$ cat src/rtl/legv8_pkg.sv
// Shared LEGv8 front-end definitions: instruction width, HALT encoding and fetch states.
package legv8_pkg;

    localparam int INSTR_W = 32;

    localparam logic [INSTR_W-1:0] HALT_INSTR = 32'hD440_0000;

    typedef enum logic [1:0] {
        FS_IDLE   = 2'd0,
        FS_RUN    = 2'd1,
        FS_HALTED = 2'd2
    } fetch_state_e;

endpackage

$ cat src/rtl/fetch_skid_buffer.sv
// Two-entry {instr, pc} FIFO between instruction memory and decode.
// Head entry drives the decode-side outputs; flush empties it in one cycle.
module fetch_skid_buffer
    import legv8_pkg::*;
#(
    parameter int ADDR_W = 32
) (
    input  logic               clk,
    input  logic               reset,
    input  logic               push,
    input  logic               pop,
    input  logic               flush,
    input  logic [INSTR_W-1:0] push_instr,
    input  logic [ADDR_W-1:0]  push_pc,
    output logic               head_valid,
    output logic [INSTR_W-1:0] head_instr,
    output logic [ADDR_W-1:0]  head_pc,
    output logic [1:0]         count
);

    logic [INSTR_W-1:0] instr_r [2];
    logic [ADDR_W-1:0]  pc_r    [2];
    logic               wr_ptr_r;
    logic               rd_ptr_r;
    logic [1:0]         count_r;

    // Storage, pointers and occupancy; flush wins over push/pop.
    always_ff @(posedge clk) begin
        if (reset) begin
            for (int i = 0; i < 2; i++) begin
                instr_r[i] <= {INSTR_W{1'b0}};
                pc_r[i]    <= {ADDR_W{1'b0}};
            end
            wr_ptr_r <= 1'b0;
            rd_ptr_r <= 1'b0;
            count_r  <= 2'd0;
        end else if (flush) begin
            wr_ptr_r <= 1'b0;
            rd_ptr_r <= 1'b0;
            count_r  <= 2'd0;
        end else begin
            if (push) begin
                instr_r[wr_ptr_r] <= push_instr;
                pc_r[wr_ptr_r]    <= push_pc;
                wr_ptr_r          <= ~wr_ptr_r;
            end
            if (pop) begin
                rd_ptr_r <= ~rd_ptr_r;
            end
            case ({push, pop})
                2'b10:   count_r <= count_r + 2'd1;
                2'b01:   count_r <= count_r - 2'd1;
                default: count_r <= count_r;
            endcase
        end
    end

    assign head_valid = (count_r != 2'd0);
    assign head_instr = instr_r[rd_ptr_r];
    assign head_pc    = pc_r[rd_ptr_r];
    assign count      = count_r;

endmodule

$ cat src/rtl/fetch_skid_buffer_checker.sv
// Occupancy checks for the fetch skid buffer: never overflows, never pops when empty.
module fetch_skid_buffer_checker (
    input logic       clk,
    input logic       reset,
    input logic       push,
    input logic       pop,
    input logic       flush,
    input logic [1:0] count
);

    // Sample buffer controls every cycle outside reset and flush.
    always_ff @(posedge clk) begin
        if (!reset && !flush) begin
            assert (!(push && !pop && (count == 2'd2)));
            assert (!(pop && (count == 2'd0)));
        end
    end

endmodule

$ cat src/rtl/instruction_fetch_sequencer.sv
// LEGv8 fetch front end: owns the PC, issues synchronous instruction-memory reads and
// delivers instructions to decode through a 2-entry skid buffer with redirect and HALT.
module instruction_fetch_sequencer
    import legv8_pkg::*;
#(
    parameter int                 ADDR_W     = 32,
    parameter logic [ADDR_W-1:0]  RESET_PC   = {ADDR_W{1'b0}},
    parameter logic [INSTR_W-1:0] HALT_INSTR = legv8_pkg::HALT_INSTR
) (
    input  logic               clk,
    input  logic               reset,
    input  logic               start,
    output logic [ADDR_W-1:0]  imem_addr,
    input  logic [INSTR_W-1:0] imem_instr,
    output logic               if_valid,
    input  logic               if_ready,
    output logic [INSTR_W-1:0] if_instr,
    output logic [ADDR_W-1:0]  if_pc,
    input  logic               redirect,
    input  logic [ADDR_W-1:0]  redirect_pc,
    output logic               halted
);

    fetch_state_e       state_r;
    fetch_state_e       state_s;
    logic [ADDR_W-1:0]  pc_r;
    logic [ADDR_W-1:0]  tag_r;
    logic               inflight_r;

    logic               buf_valid_s;
    logic [INSTR_W-1:0] buf_instr_s;
    logic [ADDR_W-1:0]  buf_pc_s;
    logic [1:0]         buf_count_s;

    logic               run_s;
    logic               handshake_s;
    logic               redirect_s;
    logic               halt_accept_s;
    logic               flush_s;
    logic               pop_s;
    logic               push_s;
    logic               issue_s;

    // Event decode; an entry popped this cycle frees a slot for this cycle's issue,
    // which keeps the pipe at one instruction per cycle without overflowing.
    always_comb begin
        run_s         = (state_r == FS_RUN);
        handshake_s   = buf_valid_s & if_ready;
        redirect_s    = run_s & redirect;
        halt_accept_s = run_s & ~redirect & handshake_s & (buf_instr_s == HALT_INSTR);
        flush_s       = redirect_s | halt_accept_s;
        pop_s         = run_s & handshake_s & ~flush_s;
        push_s        = run_s & inflight_r & ~flush_s;
        issue_s       = run_s & ~flush_s &
                        (({1'b0, buf_count_s} + {2'b00, inflight_r}) < (3'd2 + {2'b00, pop_s}));
    end

    // Fetch state next-state logic.
    always_comb begin
        state_s = state_r;
        case (state_r)
            FS_IDLE: begin
                if (start) begin
                    state_s = FS_RUN;
                end else begin
                    state_s = FS_IDLE;
                end
            end
            FS_RUN: begin
                if (halt_accept_s) begin
                    state_s = FS_HALTED;
                end else begin
                    state_s = FS_RUN;
                end
            end
            FS_HALTED: state_s = FS_HALTED;
            default:   state_s = FS_IDLE;
        endcase
    end

    // State, PC and in-flight read tracking.
    always_ff @(posedge clk) begin
        if (reset) begin
            state_r    <= FS_IDLE;
            pc_r       <= RESET_PC;
            tag_r      <= {ADDR_W{1'b0}};
            inflight_r <= 1'b0;
        end else begin
            state_r <= state_s;
            if (redirect_s) begin
                pc_r <= {redirect_pc[ADDR_W-1:2], 2'b00};
            end else if (issue_s) begin
                pc_r <= pc_r + {{(ADDR_W-3){1'b0}}, 3'd4};
            end
            inflight_r <= issue_s;
            if (issue_s) begin
                tag_r <= pc_r;
            end
        end
    end

    fetch_skid_buffer #(
        .ADDR_W (ADDR_W)
    ) u_skid (
        .clk        (clk),
        .reset      (reset),
        .push       (push_s),
        .pop        (pop_s),
        .flush      (flush_s),
        .push_instr (imem_instr),
        .push_pc    (tag_r),
        .head_valid (buf_valid_s),
        .head_instr (buf_instr_s),
        .head_pc    (buf_pc_s),
        .count      (buf_count_s)
    );

    fetch_skid_buffer_checker u_skid_chk (
        .clk   (clk),
        .reset (reset),
        .push  (push_s),
        .pop   (pop_s),
        .flush (flush_s),
        .count (buf_count_s)
    );

    // pc only moves on issue or redirect, so the word address does too.
    assign imem_addr = {2'b00, pc_r[ADDR_W-1:2]};
    assign if_valid  = buf_valid_s;
    assign if_instr  = buf_instr_s;
    assign if_pc     = buf_pc_s;
    assign halted    = (state_r == FS_HALTED);

endmodule

$ cat config.mk
export PLATFORM = sky130hd
export DESIGN_NAME = instruction_fetch_sequencer
export DESIGN_NICKNAME = d
export VERILOG_FILES = /design/src/rtl/legv8_pkg.sv /design/src/rtl/fetch_skid_buffer.sv /design/src/rtl/fetch_skid_buffer_checker.sv /design/src/rtl/instruction_fetch_sequencer.sv
export SDC_FILE = /design/constraint.sdc
export NUM_CORES = 1
export LEC_CHECK = 0
export CELL_PAD_IN_SITES_DETAIL_PLACEMENT = 0
export CELL_PAD_IN_SITES_GLOBAL_PLACEMENT = 1
export CORE_UTILIZATION = 42
export DETAILED_ROUTE_END_ITERATION = 6
export GPL_ROUTABILITY_DRIVEN = 0
export PLACE_DENSITY = 0.82
export SYNTH_ARGS = -nofsm -noshare
export SYNTH_HDL_FRONTEND = slang
export SYNTH_SLANG_ARGS = --single-unit
$ cat constraint.sdc
create_clock -name clk -period 9.6 [get_ports clk]
set_input_delay 1.44 -clock clk [delete_from_list [all_inputs] [get_ports clk]]
set_output_delay 1.44 -clock clk [all_outputs]
set_load 0.05 [all_outputs]
==> impl_metrics.json, run 1 <==
{
  "status": "completed",
  "cts_setup_buffers": 0,
  "mostFrequentLayoutCells": "159 x clkdlybuf4s50_1, 125 x and2_1, 124 x edfxtp_1",
  "initial_core_util_pct": 43.1,
  "synth_area_um2": 9120,
  "synth_top_area_cell": "edfxtp_1",
  "r2r_cells": 8,
  "tightest_slew_ns": 0.894,
  "synthCells": 802,
  "yosysUniqueCellTypes": 59,
  "synth_edf_count": 124,
  "synthTopCellsByArea": "edfxtp_1 41%, dfxtp_1 15%, and2_1 8.6%, mux2_2 7.7%, nand3_1 2.7%",
  "vias_per_cell": 5.36,
  "async_flop_share_pct": 0,
  "arrival_ns": 4.71,
  "fillers": 1827,
  "power_frac_clock_pct": 37.4,
  "synth.yosys.seq_area_share_pct": 55.8,
  "p_comb_share_pct": 11.5,
  "internal-power_mw": 1.33,
  "cts_buffer_depth": 2,
  "die_w_um": 149,
  "ys.flop_type": "edfxtp_1",
  "syn_to_final_growth_pct": 25.0,
  "holdPathStages": 1,
  "dr_wl_met2_mm": 9.86,
  "drive_above_1_share_pct": 13.3,
  "synth_simple_gate_area_share_pct": 21.1,
  "cts_sinks": 192,
  "drt-met1-wl_mm": 10.3,
  "cts_tree": "done",
  "wirelength_mm": 22.0,
  "htree_levels": 4,
  "maxUsedRoutingLayer": "met4",
  "synth-xor-area-share_pct": 0.961,
  "synth_compound_area_share_pct": 9.13,
  "timing.hold.ws_ns": 0.465,
  "top_level_ports": 167,
  "drcViolationCount": 0,
  "synth_seq_cells": 192,
  "path_max_fanout": 57,
  "first_global_vias": 6290,
  "post_drt_wl_per_cell_um": 17.9,
  "synth_top_area_share_pct": 40.8,
  "diodes": 0,
  "cts_resized": 0,
  "required_ns": 9.79,
  "p_sw_share_pct": 27.0,
  "numPortBuffers": 160,
  "slew_headroom_pct": 40.1,
  "critPathKind": "input pin to register",
  "grt.overflow.total": 0,
  "clk_latency_ns": 0.43,
  "worstReg2RegEnd": "u_skid.instr_r[1][26]$_SDFFCE_PN0P_",
  "detail-route-antenna-nets": 0,
  "synth_top_family_by_area": "simple AND/OR/NAND/NOR gates",
  "min-delay-start": "state_r[1]$_SDFF_PP0_",
  "finalHoldViolCount": 0,
  "final_common_cell": "clkdlybuf4s50_1",
  "cts-root-buf": "clkbuf_16",
  "dp_hpwl_mm": 14.5,
  "dr.first_iter.drc_count": 466,
  "max_cap_viol_count": 0,
  "cts_made_buffers": 17,
  "vias": 6566,
  "cts_hold_buf": 0,
  "muxShareOfSynthArea_pct": 8.10,
  "dr.pass1.iters": 5,
  "timing.fmax_mhz": 221,
  "clkTransAtPathRegs_ns": 0.07,
  "avgSynthCellArea_um2": 11.4,
  "wl_met3_mm": 1.50,
  "grt_antenna_before_repair": 0,
  "cp-end-kind": "register",
  "finalClockSkew_ns": 0.00927,
  "whs_endpoint": "state_r[0]$_SDFF_PP0_",
  "p_per_area_nw_per_um2": 160,
  "leakagePower_nw": 3.96,
  "period_needed_ns": 4.53,
  "fin_nets": 1010,
  "ys_warn_count": 0,
  "dieHeight_um": 149,
  "coreArea_um2": 21200,
  "track_usage_pct": 20.4,
  "tns_ns": 0,
  "rows": 53,
  "setup-violations-final": 0,
  "grt_pass1_wl_mm": 34.5,
  "p_seq_share_pct": 51.1,
  "dieArea_um2": 22300,
  "hp-class": "register to register",
  "switching_power_mw": 0.494,
  "slew_violations": 0,
  "reg2reg_setup_slack_ns": 5.57,
  "cp-start-kind": "input pin",
  "rsz0062_at_grt": "no",
  "synthAdderAreaFrac_pct": 0.549,
  "ir_worst_vdd_mv": 0.114,
  "grt_max_degree": 69,
  "period_share_pct": 47.2
}
## cells by family after synthesis
| group | after synthesis |
|---|---|
| compound gates | 129 |
| xor+xnor | 10 |
| fa+ha+maj | 4 |
| buf+inv | 67 |
| flops | 192 |
| mux | 66 |
| other cells | 1 |
| simple gates | 333 |
## cell usage after synthesis (all sizes together), types with 6 or more instances
library cell,instances
a211oi,13
a21oi,41
a311oi,10
and2,126
and3,9
and4,6
buf,33
clkbuf,26
dfxtp,68
edfxtp,124
inv,8
mux2,62
nand2,23
nand3,49
nand4,15
nor2,52
nor3,10
nor4,16
o21ai,49
xnor2,8
## metal layers
| metal | up-vias | global-route usage [%] |
|---|---|---|
| met5 | - | 0 |
| met4 | 0 | 5.87 |
| met3 | 27 | 4.31 |
| met2 | 227 | 30.8 |
| met1 | 3108 | 29.3 |
| li1 | 3204 | - |
## worst max path at each step
stage | end | depth (start not counted) | startpoint | slack (ns)
2_1_floorplan | u_skid.instr_r[0][0]$_SDFFCE_PN0P_ | 5 | redirect | 2.40
3_3_place_gp | u_skid.pc_r[1][21]$_SDFFCE_PN0P_ | 7 | redirect | 4.65
3_5_place_dp | u_skid.instr_r[0][23]$_SDFFCE_PN0P_ | 7 | redirect | 4.62
4_1_cts | u_skid.instr_r[0][23]$_SDFFCE_PN0P_ | 7 | redirect | 5.07
5_1_grt | u_skid.instr_r[0][23]$_SDFFCE_PN0P_ | 7 | redirect | 4.88
6_report | u_skid.instr_r[1][26]$_SDFFCE_PN0P_ | 7 | redirect | 5.07
## flip-flops by register name, indices dropped and copies added, names as in the netlist, named ones only
register         count
u_skid.instr_r      64
u_skid.count         2
state_r              2
u_skid.rd_ptr_r      1
u_skid.pc_r         60
tag_r               30
u_skid.wr_ptr_r      1
pc_r                30
inflight_r           1
## worst max-delay path: stages
cell             delay, ns
clkdlybuf4s50_1       0.73
nand4b_1              0.47
a221oi_4              0.73
and2_0                0.59
nor4_4                0.14
buf_4                 0.33
and2_1                0.23
## layout make-up
| cell class | count | area (µm²) | area share [%] |
|---|---|---|---|
| Tap cell | 275 | 344 | 3.02 |
| Clock buffer | 17 | 425 | 3.73 |
| Inverter | 8 | 30.0 | 0.264 |
| Sequential cell | 192 | 5090 | 44.7 |
| Clock inverter | 15 | 141 | 1.24 |
| Multi-Input combinational cell | 546 | 3680 | 32.3 |
| Timing Repair Buffer | 172 | 1690 | 14.8 |
## power groups by stage
stage               Combinational [mW]  Clock [mW]  Sequential, mW
floorplan                        0.100           0           0.975
global placement                 0.209           0           0.950
detailed placement               0.210           0           0.950
CTS                              0.211       0.696           0.932
global route                     0.222       0.735           0.936
finish                           0.210       0.683           0.932
## stage by stage
stage	setup WS [ns]	cells	instance area [µm²]	power [mW]	utilization, %
3_5_place_dp	4.62	1193	10800	1.16	51.2
6_report	5.07	1225	11400	1.83	53.8
4_1_cts	5.07	1225	11400	1.84	53.8
5_1_grt	4.88	1225	11400	1.89	53.8
2_1_floorplan	2.40	805	9130	1.07	-
3_3_place_gp	4.65	1193	10800	1.16	51.2
No activity file was read; power rests on OpenSTA's default activity.
==> run 2, diff against run 1 <==
--- a/config.mk
+++ b/config.mk
@@ -7,10 +7,10 @@
 export LEC_CHECK = 0
 export CELL_PAD_IN_SITES_DETAIL_PLACEMENT = 0
 export CELL_PAD_IN_SITES_GLOBAL_PLACEMENT = 1
-export CORE_UTILIZATION = 42
+export CORE_UTILIZATION = 38
 export DETAILED_ROUTE_END_ITERATION = 6
 export GPL_ROUTABILITY_DRIVEN = 0
-export PLACE_DENSITY = 0.82
+export PLACE_DENSITY = 0.78
 export SYNTH_ARGS = -nofsm -noshare
 export SYNTH_HDL_FRONTEND = slang
 export SYNTH_SLANG_ARGS = --single-unit
==> constraint.sdc (replaced) <==
create_clock -name clk -period 3.89 [get_ports clk]
set_input_delay 0.5835 -clock clk [delete_from_list [all_inputs] [get_ports clk]]
set_output_delay 0.5835 -clock clk [all_outputs]
set_load 0.05 [all_outputs]
==> impl_metrics.json, run 2 (synthesized netlist as in run 1, its figures left out) <==
{
  "dieHeight_um": 157,
  "status": "completed",
  "mostFrequentLayoutCells": "159 x clkdlybuf4s50_1, 125 x and2_1, 124 x edfxtp_1",
  "final_area_um2": 11600,
  "seq_area_um2": 5090,
  "p_per_area_nw_per_um2": 386,
  "cts_hold_buf": 0,
  "dp_hpwl_mm": 15.3,
  "cts-root-buf": "clkbuf_16",
  "fillers": 2127,
  "cts_tree": "done",
  "grt.overflow.total": 0,
  "clk_latency_ns": 0.42,
  "max_cap_viol_count": 0,
  "vias": 6678,
  "cp-start-kind": "register",
  "htree_levels": 4,
  "cts_sinks": 192,
  "final_common_cell": "clkdlybuf4s50_1",
  "dr.pass1.iters": 5,
  "period_share_pct": 91.0,
  "finalClockSkew_ns": 0.0126,
  "drcViolationCount": 0,
  "cts_buffer_depth": 2,
  "dp_cells": 1245,
  "path_max_fanout": 34,
  "syn_to_final_growth_pct": 26.8,
  "setup-violations-final": 0,
  "diodes": 0,
  "detail-route-antenna-nets": 0,
  "grt_max_degree": 63,
  "rows": 56,
  "arrival_ns": 2.96,
  "tns_ns": 0,
  "timing.fmax_mhz": 282,
  "fin_nets": 1018,
  "ir_worst_vdd_mv": 0.303,
  "top_level_ports": 167,
  "post_drt_wl_per_cell_um": 17.7,
  "dr.first_iter.drc_count": 321,
  "p_total_mw": 4.46,
  "grt_antenna_before_repair": 2,
  "tightest_slew_ns": 0.810,
  "slew_violations": 0,
  "required_ns": 3.31,
  "cts_made_buffers": 17,
  "largest_register_ffs": 64,
  "clkTransAtPathRegs_ns": 0.07,
  "timing.hold.ws_ns": 0.451,
  "dieArea_um2": 24600,
  "coreArea_um2": 23500,
  "dpl-instance-area_um2": 11000,
  "numPortBuffers": 160,
  "grt_pass1_wl_mm": 35.6,
  "vias_per_cell": 5.23,
  "drive_above_1_share_pct": 13.6,
  "multi_input_area_um2": 3680,
  "fin_cells": 1277,
  "slew_headroom_pct": 45.7,
  "wirelength_mm": 22.7,
  "cts_resized": 0,
  "critPathKind": "register to output port",
  "period_needed_ns": 3.54,
  "finalHoldViolCount": 0,
  "leakagePower_nw": 4.00,
  "track_usage_pct": 19.0,
  "first_global_vias": 6567,
  "cp-end-kind": "output port",
  "largestRegisters": "u_skid.instr_r: 64 flops, u_skid.pc_r: 60 flops",
  "regMostFlops": "u_skid.instr_r",
  "initial_core_util_pct": 38.8,
  "die_w_um": 157,
  "cts_setup_buffers": 0,
  "rsz0062_at_grt": "no",
  "hp-class": "register to register"
}
run 2: layout make-up:
cell class | count | area share [%]
Inverter | 8 | 0.260
Tap cell | 319 | 3.45
Sequential cell | 192 | 44.0
Timing Repair Buffer | 180 | 15.8
Multi-Input combinational cell | 546 | 31.8
Clock buffer | 19 | 3.74
Clock inverter | 13 | 1.01
run 2: per-layer routing:
layer / routed length [µm] / share of wire, % / up-vias / track usage (%)
li1: - / - / 3214 / -
met1: 10600 / 47 / 3239 / 25.8
met2: 10300 / 45 / 202 / 30.0
met3: 1520 / 6.7 / 19 / 4.65
met4: 256 / 1.1 / 4 / 5.46
met5: 25 / 0.11 / - / 0
run 2: power by group:
group,leakage [nW],switching (mW),internal (mW),total [mW]
clock,0.263,0.748,0.884,1.63
combinational,1.91,0.324,0.204,0.528
sequential,1.83,0.0639,2.24,2.30
run 2: final timing paths:
| kind | slack (ns) | cells past startpoint | end | start |
|---|---|---|---|---|
| worst min-delay path | 0.45 | 1 | state_r[0]$_SDFF_PP0_ | state_r[1]$_SDFF_PP0_ |
| worst max register to register | 0.65 | 10 | u_skid.count[1]$_SDFFE_PP0P_ | register |
| worst min register to register | 0.45 | 1 | state_r[0]$_SDFF_PP0_ | state_r[1]$_SDFF_PP0_ |
| worst max-delay path | 0.35 | 4 | if_pc[20] | register |
run 2: per-stage QoR:
stage	worst slack, ns	util [%]
6_report	0.348	49.3
2_1_floorplan	-0.836	-
4_1_cts	0.265	49.3
3_5_place_dp	0.628	46.9
5_1_grt	0.180	49.3
3_3_place_gp	0.620	46.9
run 2: worst max-delay path: stages (launching register included):
cell and delay [ns]:
dfxtp_2 0.54, buf_4 0.35, buf_4 0.48, mux2_2 0.39
clkdlybuf4s50_1 0.76
